[config.mk]
export PLATFORM = sky130hd
export DESIGN_NAME = reset_sequencer_flat
export DESIGN_NICKNAME = d
export VERILOG_FILES = /design/src/rtl/reset_sequencer_pkg.sv /design/src/rtl/reset_sequencer_if.sv /design/src/rtl/reset_sequencer_sync_chain.sv /design/src/rtl/reset_sequencer.sv /design/src/flat_wrapper.sv
export SDC_FILE = /design/constraint.sdc
export NUM_CORES = 1
export LEC_CHECK = 0
export BUFFER_PORTS_ARGS = -buffer_cell sky130_fd_sc_hd__buf_4
export CAP_MARGIN = 25
export CORE_MARGIN = 2
export CORE_UTILIZATION = 60
export DETAILED_ROUTE_END_ITERATION = 8
export HOLD_SLACK_MARGIN = 0.15
export PLACE_DENSITY = 0.76
export SLEW_MARGIN = 30
export SYNTH_ARGS = -nofsm -noshare
export SYNTH_HDL_FRONTEND = slang
export SYNTH_SLANG_ARGS = --single-unit
[constraint.sdc]
create_clock -name clk -period 2.76 [get_ports clk]
set_clock_uncertainty 0.05 [all_clocks]
set_input_delay 0.552 -clock clk [delete_from_list [all_inputs] [get_ports clk]]
set_output_delay 0.552 -clock clk [all_outputs]
set_load 0.005 [all_outputs]
[src/rtl/reset_sequencer_pkg.sv]
// Shared types and sizing helpers for the reset sequencer.
//   rs_state_t : sequencer FSM state encoding
//   max_int    : larger of two integers
//   width_of   : bits needed to count 0..n-1, never less than 1
package reset_seq_pkg;

  typedef enum logic [1:0] {
    ST_ASSERT  = 2'd0,
    ST_HOLD    = 2'd1,
    ST_STAGGER = 2'd2,
    ST_DONE    = 2'd3
  } rs_state_t;

  function automatic int max_int(input int a, input int b);
    return (a > b) ? a : b;
  endfunction

  function automatic int width_of(input int n);
    return (n <= 1) ? 1 : $clog2(n);
  endfunction

endpackage

[src/rtl/reset_sequencer_if.sv]
// Control/status bundle between a reset sequencer and its consumer.
//   sw_rst_req : synchronous software reset request (consumer -> sequencer)
//   rst_out    : per-channel active-high resets, bit 0 released first
//   ready      : all channels released, sequence complete
// modport master : the side issuing requests and observing resets
// modport slave  : the sequencer itself
interface reset_sequencer_if #(
  parameter int NUM_OUT = 4
);
  import reset_seq_pkg::*;

  logic               sw_rst_req;
  logic [NUM_OUT-1:0] rst_out;
  logic               ready;

  modport master (output sw_rst_req, input rst_out, input ready);
  modport slave  (input sw_rst_req, output rst_out, output ready);

endinterface

[src/rtl/reset_sequencer_sync_chain.sv]
// Reset deassertion synchroniser: a chain of flops cleared asynchronously
// by rst and fed with constant 1, so sync_ok rises SYNC_STAGES edges after
// rst falls and drops immediately when rst asserts.
//   clk     : domain clock
//   rst     : asynchronous active-high raw reset
//   sync_ok : synchronised "reset released" indication
module reset_sync_chain
  import reset_seq_pkg::*;
#(
  parameter int SYNC_STAGES = 2
) (
  input  logic clk,
  input  logic rst,
  output logic sync_ok
);

  logic [SYNC_STAGES-1:0] r_sync;

  always_ff @(posedge clk or posedge rst) begin
    if (rst) begin
      r_sync <= '0;
    end else begin
      r_sync <= {r_sync[SYNC_STAGES-2:0], 1'b1};
    end
  end

  assign sync_ok = r_sync[SYNC_STAGES-1];

endmodule

[src/rtl/reset_sequencer.sv]
// Reset sequencer: asynchronous assertion, synchronised deassertion, a
// minimum hold period, then staggered per-channel release of NUM_OUT resets.
// A software request re-runs hold/stagger without a power-on reset.
//   clk            : domain clock
//   rst            : asynchronous active-high raw reset
//   bus.sw_rst_req : synchronous software reset request
//   bus.rst_out    : per-channel active-high resets (registered)
//   bus.ready      : high once every channel is released (registered)
module reset_sequencer
  import reset_seq_pkg::*;
#(
  parameter int SYNC_STAGES = 2,
  parameter int HOLD_CYCLES = 16,
  parameter int STEP_CYCLES = 4,
  parameter int NUM_OUT     = 4
) (
  input  logic               clk,
  input  logic               rst,
  reset_sequencer_if.slave   bus
);

  localparam int CNT_W = width_of(max_int(HOLD_CYCLES, STEP_CYCLES));
  localparam int IDX_W = width_of(NUM_OUT);
  localparam logic [NUM_OUT-1:0] CH0 = NUM_OUT'(1);

  generate
    if (SYNC_STAGES < 2 || HOLD_CYCLES < 1 || STEP_CYCLES < 1 || NUM_OUT < 1) begin : g_bad_params
      $error("reset_sequencer: illegal parameter set");
    end
  endgenerate

  rs_state_t          r_state;
  logic [CNT_W-1:0]   r_cnt;
  logic [IDX_W-1:0]   r_idx;
  logic [NUM_OUT-1:0] r_rst_out;
  logic               r_ready;

  rs_state_t          w_state_nxt;
  logic [CNT_W-1:0]   w_cnt_nxt;
  logic [IDX_W-1:0]   w_idx_nxt;
  logic [NUM_OUT-1:0] w_rst_out_nxt;
  logic               w_ready_nxt;

  logic w_sync_ok;
  logic w_hold_end;
  logic w_step_end;
  logic w_last_ch;

  reset_sync_chain #(
    .SYNC_STAGES (SYNC_STAGES)
  ) u_sync (
    .clk     (clk),
    .rst     (rst),
    .sync_ok (w_sync_ok)
  );

  assign w_hold_end = (r_cnt == CNT_W'(HOLD_CYCLES - 1));
  assign w_step_end = (r_cnt == CNT_W'(STEP_CYCLES - 1));
  assign w_last_ch  = (r_idx == IDX_W'(NUM_OUT - 1));

  // State and output registers; rst forces the full-reset picture at once.
  always_ff @(posedge clk or posedge rst) begin
    if (rst) begin
      r_state   <= ST_ASSERT;
      r_cnt     <= '0;
      r_idx     <= '0;
      r_rst_out <= '1;
      r_ready   <= 1'b0;
    end else begin
      r_state   <= w_state_nxt;
      r_cnt     <= w_cnt_nxt;
      r_idx     <= w_idx_nxt;
      r_rst_out <= w_rst_out_nxt;
      r_ready   <= w_ready_nxt;
    end
  end

  // Next-state logic. A software request outranks any release in progress.
  always_comb begin
    w_state_nxt = r_state;
    case (r_state)
      ST_ASSERT: begin
        if (w_sync_ok) w_state_nxt = ST_HOLD;
      end
      ST_HOLD: begin
        if (bus.sw_rst_req) w_state_nxt = ST_HOLD;
        else if (w_hold_end) w_state_nxt = (NUM_OUT == 1) ? ST_DONE : ST_STAGGER;
      end
      ST_STAGGER: begin
        if (bus.sw_rst_req) w_state_nxt = ST_HOLD;
        else if (w_step_end && w_last_ch) w_state_nxt = ST_DONE;
      end
      ST_DONE: begin
        if (bus.sw_rst_req) w_state_nxt = ST_HOLD;
      end
      default: w_state_nxt = ST_ASSERT;
    endcase
  end

  // Next values of counter, index and the registered outputs.
  always_comb begin
    w_cnt_nxt     = r_cnt;
    w_idx_nxt     = r_idx;
    w_rst_out_nxt = r_rst_out;
    w_ready_nxt   = r_ready;
    if (r_state == ST_ASSERT) begin
      w_cnt_nxt     = '0;
      w_idx_nxt     = '0;
      w_rst_out_nxt = '1;
      w_ready_nxt   = 1'b0;
    end else if (bus.sw_rst_req) begin
      w_cnt_nxt     = '0;
      w_idx_nxt     = '0;
      w_rst_out_nxt = '1;
      w_ready_nxt   = 1'b0;
    end else begin
      case (r_state)
        ST_HOLD: begin
          if (w_hold_end) begin
            w_rst_out_nxt = r_rst_out & ~CH0;
            w_idx_nxt     = IDX_W'(1);
            w_cnt_nxt     = '0;
          end else begin
            w_cnt_nxt = r_cnt + CNT_W'(1);
          end
        end
        ST_STAGGER: begin
          if (w_step_end) begin
            w_rst_out_nxt = r_rst_out & ~(CH0 << r_idx);
            // Index parks on the last channel rather than wrapping.
            if (!w_last_ch) w_idx_nxt = r_idx + IDX_W'(1);
            w_cnt_nxt = '0;
          end else begin
            w_cnt_nxt = r_cnt + CNT_W'(1);
          end
        end
        ST_DONE: begin
          w_ready_nxt = 1'b1;
        end
        default: begin
          w_cnt_nxt = '0;
        end
      endcase
    end
  end

  assign bus.rst_out = r_rst_out;
  assign bus.ready   = r_ready;

endmodule
[src/flat_wrapper.sv]
// flat-port wrapper written by rule: the top's interface ports become plain ports
module reset_sequencer_flat import reset_seq_pkg::*;
#(
  parameter int SYNC_STAGES = 2,
  parameter int HOLD_CYCLES = 16,
  parameter int STEP_CYCLES = 4,
  parameter int NUM_OUT     = 4
)
  (clk, rst, bus_sw_rst_req, bus_rst_out, bus_ready);
  reset_sequencer_if #(.NUM_OUT(NUM_OUT)) bus_i ();
  input  logic clk;
  input  logic rst;
  input wire logic [$bits(bus_i.sw_rst_req)-1:0] bus_sw_rst_req;
  output wire logic [$bits(bus_i.rst_out)-1:0] bus_rst_out;
  output wire logic [$bits(bus_i.ready)-1:0] bus_ready;
  assign bus_i.sw_rst_req = bus_sw_rst_req;
  assign bus_rst_out = bus_i.rst_out;
  assign bus_ready = bus_i.ready;
  reset_sequencer #(.SYNC_STAGES(SYNC_STAGES), .HOLD_CYCLES(HOLD_CYCLES), .STEP_CYCLES(STEP_CYCLES), .NUM_OUT(NUM_OUT)) u_core (.clk(clk), .rst(rst), .bus(bus_i));
endmodule
# Word level (Yosys, flattened, before mapping)
# Cells that the tools add are included.
word_totals:
  regBits: 15
  inputBits: 3
  output_inout_bits: 5
  wordCells: 63
classes:
  add_sub_neg: 2
  n_eq_ne: 15
  shift: 1
  mux: 26
  bitwise: 2
  n_reduce_logical: 10
op_table:
  columns: ["op", "count"]
  rows:
  - ["two-way mux 4 bit", 7]
  - ["two-way mux 2 bit", 11]
  - ["inequality test 3 x 2 -> 1 bit (second input constant)", 4]
  - ["case mux 4 bit (3 select lines)", 1]
  - ["nonzero test 3 bit", 3]
  - ["inequality test 4 x 2 -> 1 bit (second input constant)", 2]
  - ["case mux 2 bit (4 select lines)", 1]
  - ["case mux 4 bit (2 select lines)", 1]
  - ["AND reduction 4 bit", 2]
  - ["== test 2 bit (second input constant)", 3]
  - ["AND reduction 3 bit", 2]
  - ["adder 4 x 1 -> 4 bit (second input constant)", 1]
  - ["AND 4 bit", 1]
  - ["== test 4 x 2 -> 1 bit (second input constant)", 1]
  - ["== test 4 bit (second input constant)", 1]
  - ["two-way mux 1 bit", 4]
  - ["inequality test 2 bit (second input constant)", 2]
  - ["inequality test 4 bit (second input constant)", 1]
  - ["inverter 4 bit", 1]
  - ["case mux 2 bit (2 select lines)", 1]
  - ["nonzero test 4 bit", 1]
  - ["<< shifter 1 x 2 -> 4 bit (first input constant)", 1]
  - ["adder 2 x 1 -> 2 bit (second input constant)", 1]
  - ["== test 2 x 1 -> 1 bit (second input constant)", 1]
  - ["2 further kinds", 2]

# Longest topological paths before layout
logic_depth:
  word_depth: 7
  mapped_depth: 7
  depth_no_buf: 6

# Modules after synthesis
# From an unflattened synthesis, not the netlist that was laid out.
unflattened:
  hier_cells: 109
  hier_area_um2: 983.4
modules_own_cells:
  columns: ["mod", "n_inst", "cells_each", "area_each_um2", "seq_area_each_um2"]
  rows:
  - ["reset_sequencer", 1, 105, 925.9, 330.3]
  - ["reset_sync_chain", 1, 4, 57.6, 50.0]

# Least setup slack after synthesis
# Ideal clock, no wire load.
synth_timing:
  path_type: "register to register"
  startpoint: "reg u_core.r_state[1]"
  endpoint: "reg u_core.r_cnt[3]"
  setup_ns: 0.136
  t_arrival_ns: 1.583
  required_time_ns: 2.574
  path_slack_ns: 0.991
  path_stages_with_launch: 7
  path_buffers: 0
  synth_period_minus_slack_ns: 1.769
  cell_sequence: "dfrtp_1 inv_1 ha_1 or4b_4 and4_2 nand3_1 a31oi_1"
synth_via:
  elab_chain_cells: 4
  word_cells_on_any_way: 8
  classes_between: "eq/ne: 4; mux: 3; reduce/logical: 1"
synth_lines:
  columns: ["element", "line", "rtl"]
  rows:
  - ["start: declaration", "reset_sequencer.sv:32", "rs_state_t r_state;"]
  - ["start signal: assignment", "reset_sequencer.sv:70", "r_state <= w_state_nxt;"]
  - ["== test 2 bit / == test 2 x 1 -> 1 bit (equally long branches)", "reset_sequencer.sv:117", "case (r_state)"]
  - ["case mux 4 bit (3 select lines)", "reset_sequencer.sv:117", null]
  - ["two-way mux 4 bit", "reset_sequencer.sv:111", "end else if (bus.sw_rst_req) begin"]
  - ["two-way mux 4 bit", "reset_sequencer.sv:106", "if (r_state == ST_ASSERT) begin"]
  - ["end signal: assignment", "reset_sequencer.sv:71", "r_cnt <= w_cnt_nxt;"]
  - ["end: declaration", "reset_sequencer.sv:33", "logic [CNT_W-1:0] r_cnt;"]
# Parallel ways exist; a longest one is shown, timed or not.
# A chain may end at the register's enable or synchronous reset.

# Worst setup path after layout
layout_timing:
  startpoint: "reg u_core.r_state[0]"
  endpoint: "reg u_core.r_idx[0]"
layout_via:
  elab_chain_cells: 4
  word_cells_on_any_way: 11
  classes_between: "eq/ne: 5; mux: 3; reduce/logical: 3"
layout_lines:
  columns: ["element", "line", "rtl"]
  rows:
  - ["== test 2 bit / == test 2 x 1 -> 1 bit (equally long branches)", "reset_sequencer.sv:117", null]
  - ["case mux 2 bit (2 select lines)", "reset_sequencer.sv:117", null]
  - ["two-way mux 2 bit", "reset_sequencer.sv:111", null]
  - ["two-way mux 2 bit", "reset_sequencer.sv:106", null]
  - ["end signal: assignment", "reset_sequencer.sv:72", "r_idx <= w_idx_nxt;"]
  - ["end: declaration", "reset_sequencer.sv:34", "logic [IDX_W-1:0] r_idx;"]
# Parallel ways exist; a longest one is shown, timed or not.

==> flow_summary.toml <==
[die]
die_y_um = 42.7
ios = 8
coreArea_sq_mm = 0.00135
dieArea_sq_mm = 0.00182
rows = 13
dieWidth_um = 42.7
start_util = 0.665

[worst_setup_path]
rr_startpoint = "u_core.r_state[0]$_DFFE_PP0P_"
path_delay_family = "simple AND/OR/NAND/NOR gates"
cp-end-kind = "flop"
cp.arrival_ns = 2.10
critical_path.max_fanout = 11
crit_required_ns = 2.89
worstRegToRegCells = 6
cp_slowest_stage_delay_ns = 0.49
startpoint_type = "flop"
crit_buf_inv = 1
cp-startpoint = "u_core.r_state[0]$_DFFE_PP0P_"
r2r_end = "u_core.r_idx[0]$_DFFE_PP0P_"
cp-endpoint = "u_core.r_idx[0]$_DFFE_PP0P_"
worstSetupPathDepth = 6
reg2reg_slack_ns = 0.79
critical_path.slowest_cell = "nor4b_1"
crit_path_cell_trace = "inv_1 > ha_1 > nor4b_1 > and4_1 > a21o_1 > a21oi_1"
crit_type = "flop to flop"

[sta]
tightest_slew_ns = 0.560
fin_crit_ns = 1.97
fin_ws_ns = 0.792
maxSlewHeadroom = 0.626
fmax_mhz = 508
setup_tns_ns = 0
slew_viol_final = 0
finalSetupViolations = 0
post-route-period-util = 0.713
rsz0062_at_grt = "no"
hold_violations = 0
holdWs_ns = 0.257

[synthesis]
async_flop_share = 1.00
synth_area_sq_um = 898
synth_flop_cell = "dfrtp_1"
synth.top_cells.by_count = "dfrtp_1 (11), ha_1 (9), nand2_1 (9), inv_1 (7)"
syn_inst = 92
synth_edf_count = 0
syn_nets = 104
yosysTopAreaCell = "dfrtp_1"
yosys_warnings = 0
synth_most_common_cell = "dfrtp_1"
synth.top_cell.area_share = 0.306
synth-seq-cells = 15
synth_cell_type_count = 34
yosysSeqAreaShare = 0.423
synth.area.top_cells = "dfrtp_1 (31%), ha_1 (13%), dfstp_2 (12%), nand2_1 (3.8%), a21oi_1 (3.3%)"
syn_area_per_cell_sq_um = 9.76

[clocking]
root_buffer = "clkbuf_4"
cts_buffers = 3
postCtsHoldBufs = 0
tritoncts = "built"
clock_latency_ns = 0.29
postCtsResizedCells = 0
clockBufferDepth = 2
cts_setup_buffers = 0
clk_pin_slew_ns = 0.09
cts_max_level = 1
cts.sinks = 15

[placement]
dp_hpwl_mm = 1.15
io_buffers = 7
dpl_cell_area_sq_um = 950
pre_cts_slack_ns = 0.815
gp_congestion = 0.822

[global_route]
antenna_found_initial = 0
track_usage = 0.214
grt_pass1_wl_mm = 2.92
grt_pass1_vias = 680
grt_overflow = 0
grt_max_degree = 16

[power_and_ir_drop]
ir_drop_uv = 631
p_leak_nw = 0.422
power_density_mw_per_mm2 = 642

[route]
first_pass_iters = 4
vias = 670
wirelength_mm = 1.61
wl_per_cell_um = 14.0
ant_nets = 0
vias_per_cell = 5.83
drc = 0
initialDrtViolationCount = 16

[finish]
area_delta_synth_final_pct = 8.77
finalInstanceArea_sq_um = 977
seqCellArea_sq_um = 380
multi_input_area_sq_um = 472
final.fill_count = 100
fin_nets = 113
antennaDiodeCount = 0
drive_gt1_frac = 0.220

[min_path]
hp-class = "input port to async pin"

[run]
cap_violations = 0

[outcome]
status = "complete, no violations"
cells in the final DEF, fill, tap and decap left out, drive strengths merged:
cell type	synthesis	routed
a21o	4	4
a21oi	6	6
a22oi	1	1
a31oi	1	1
and4	2	2
and4b	1	1
buf	1	7
clkbuf	2	3
clkinv	0	1
conb	1	1
dfrtp	11	11
dfstp	4	4
ha	9	9
inv	7	7
mux2i	1	1
nand2	9	9
nand2b	2	2
nand3	3	3
nand3b	1	1
nand4	1	1
nand4b	2	2
nor2	6	6
nor2b	1	1
nor3	1	1
nor3b	2	2
nor4b	2	2
o2111ai	1	1
o211ai	1	1
o21ai	4	4
o221a	1	1
or2	2	2
or2b	1	1
or4b	1	1
cell families (layout without fill, tap and decap cells):
family	Yosys count	after routing	share of synthesized area
buf+inv	10	18	0.0515
simple gates	37	37	0.249
other cells	1	1	0.00417
compound gates	19	19	0.135
flops	15	15	0.423
mux	1	1	0.0111
fa+ha+maj	9	9	0.125
power by group:
group	internal, W	switching [W]
combinational	0.000104	0.000133
sequential	0.000242	0.0000178
clock	0.0000540	0.0000755
cell type report:
| type | instances | area share |
|---|---|---|
| Multi-Input combinational cell | 67 | 0.483 |
| Sequential cell | 15 | 0.389 |
| Clock buffer | 3 | 0.0230 |
| Tap cell | 15 | 0.0192 |
| Inverter | 7 | 0.0269 |
| Timing Repair Buffer | 7 | 0.0538 |
| Clock inverter | 1 | 0.00512 |
worst min path at each step:
| stage | start | end | cells past startpoint |
|---|---|---|---|
| 2_1_floorplan | u_core.u_sync.r_sync[0]$_DFF_PP0_ | u_core.u_sync.r_sync[1]$_DFF_PP0_ | 0 |
| 3_3_place_gp | u_core.u_sync.r_sync[0]$_DFF_PP0_ | u_core.u_sync.r_sync[1]$_DFF_PP0_ | 0 |
| 3_5_place_dp | u_core.u_sync.r_sync[0]$_DFF_PP0_ | u_core.u_sync.r_sync[1]$_DFF_PP0_ | 0 |
| 4_1_cts | rst | u_core.bus.ready$_DFFE_PP0P_ | 2 |
| 5_1_grt | rst | u_core.bus.ready$_DFFE_PP0P_ | 2 |
| 6_report | rst | u_core.r_cnt[1]$_DFFE_PP0P_ | 2 |
per-stage QoR:
| stage | total power, W | instances | util |
|---|---|---|---|
| 2_1_floorplan | 0.000455 | 92 | - |
| 3_3_place_gp | 0.000495 | 111 | 0.703 |
| 3_5_place_dp | 0.000498 | 111 | 0.703 |
| 4_1_cts | 0.000630 | 115 | 0.724 |
| 5_1_grt | 0.000677 | 115 | 0.724 |
| 6_report | 0.000627 | 115 | 0.724 |
worst register-to-register path: stages, from the launching register on:
cell     delay [ns]
dfrtp_1        0.41
inv_1          0.12
ha_1           0.34
nor4b_1        0.49
and4_1         0.30
a21o_1         0.12
a21oi_1        0.03
sequential cells by signal (all words and copies together), names as in the netlist:
name and count:
u_core.bus.rst_out 4, u_core.r_idx 2, u_core.r_state 2, u_core.bus.ready 1, u_core.u_sync.r_sync 2, u_core.r_cnt 4
per-layer routing:
metal | share of wire | up-vias | track usage
met3 | 0.024 | 5 | 0.0255
li1 | - | 338 | -
met2 | 0.47 | 9 | 0.339
met1 | 0.48 | 318 | 0.284
met4 | 0.024 | 0 | 0.113
met5 | 0 | - | 0
Note: power is estimated with default switching activity, not from simulation.
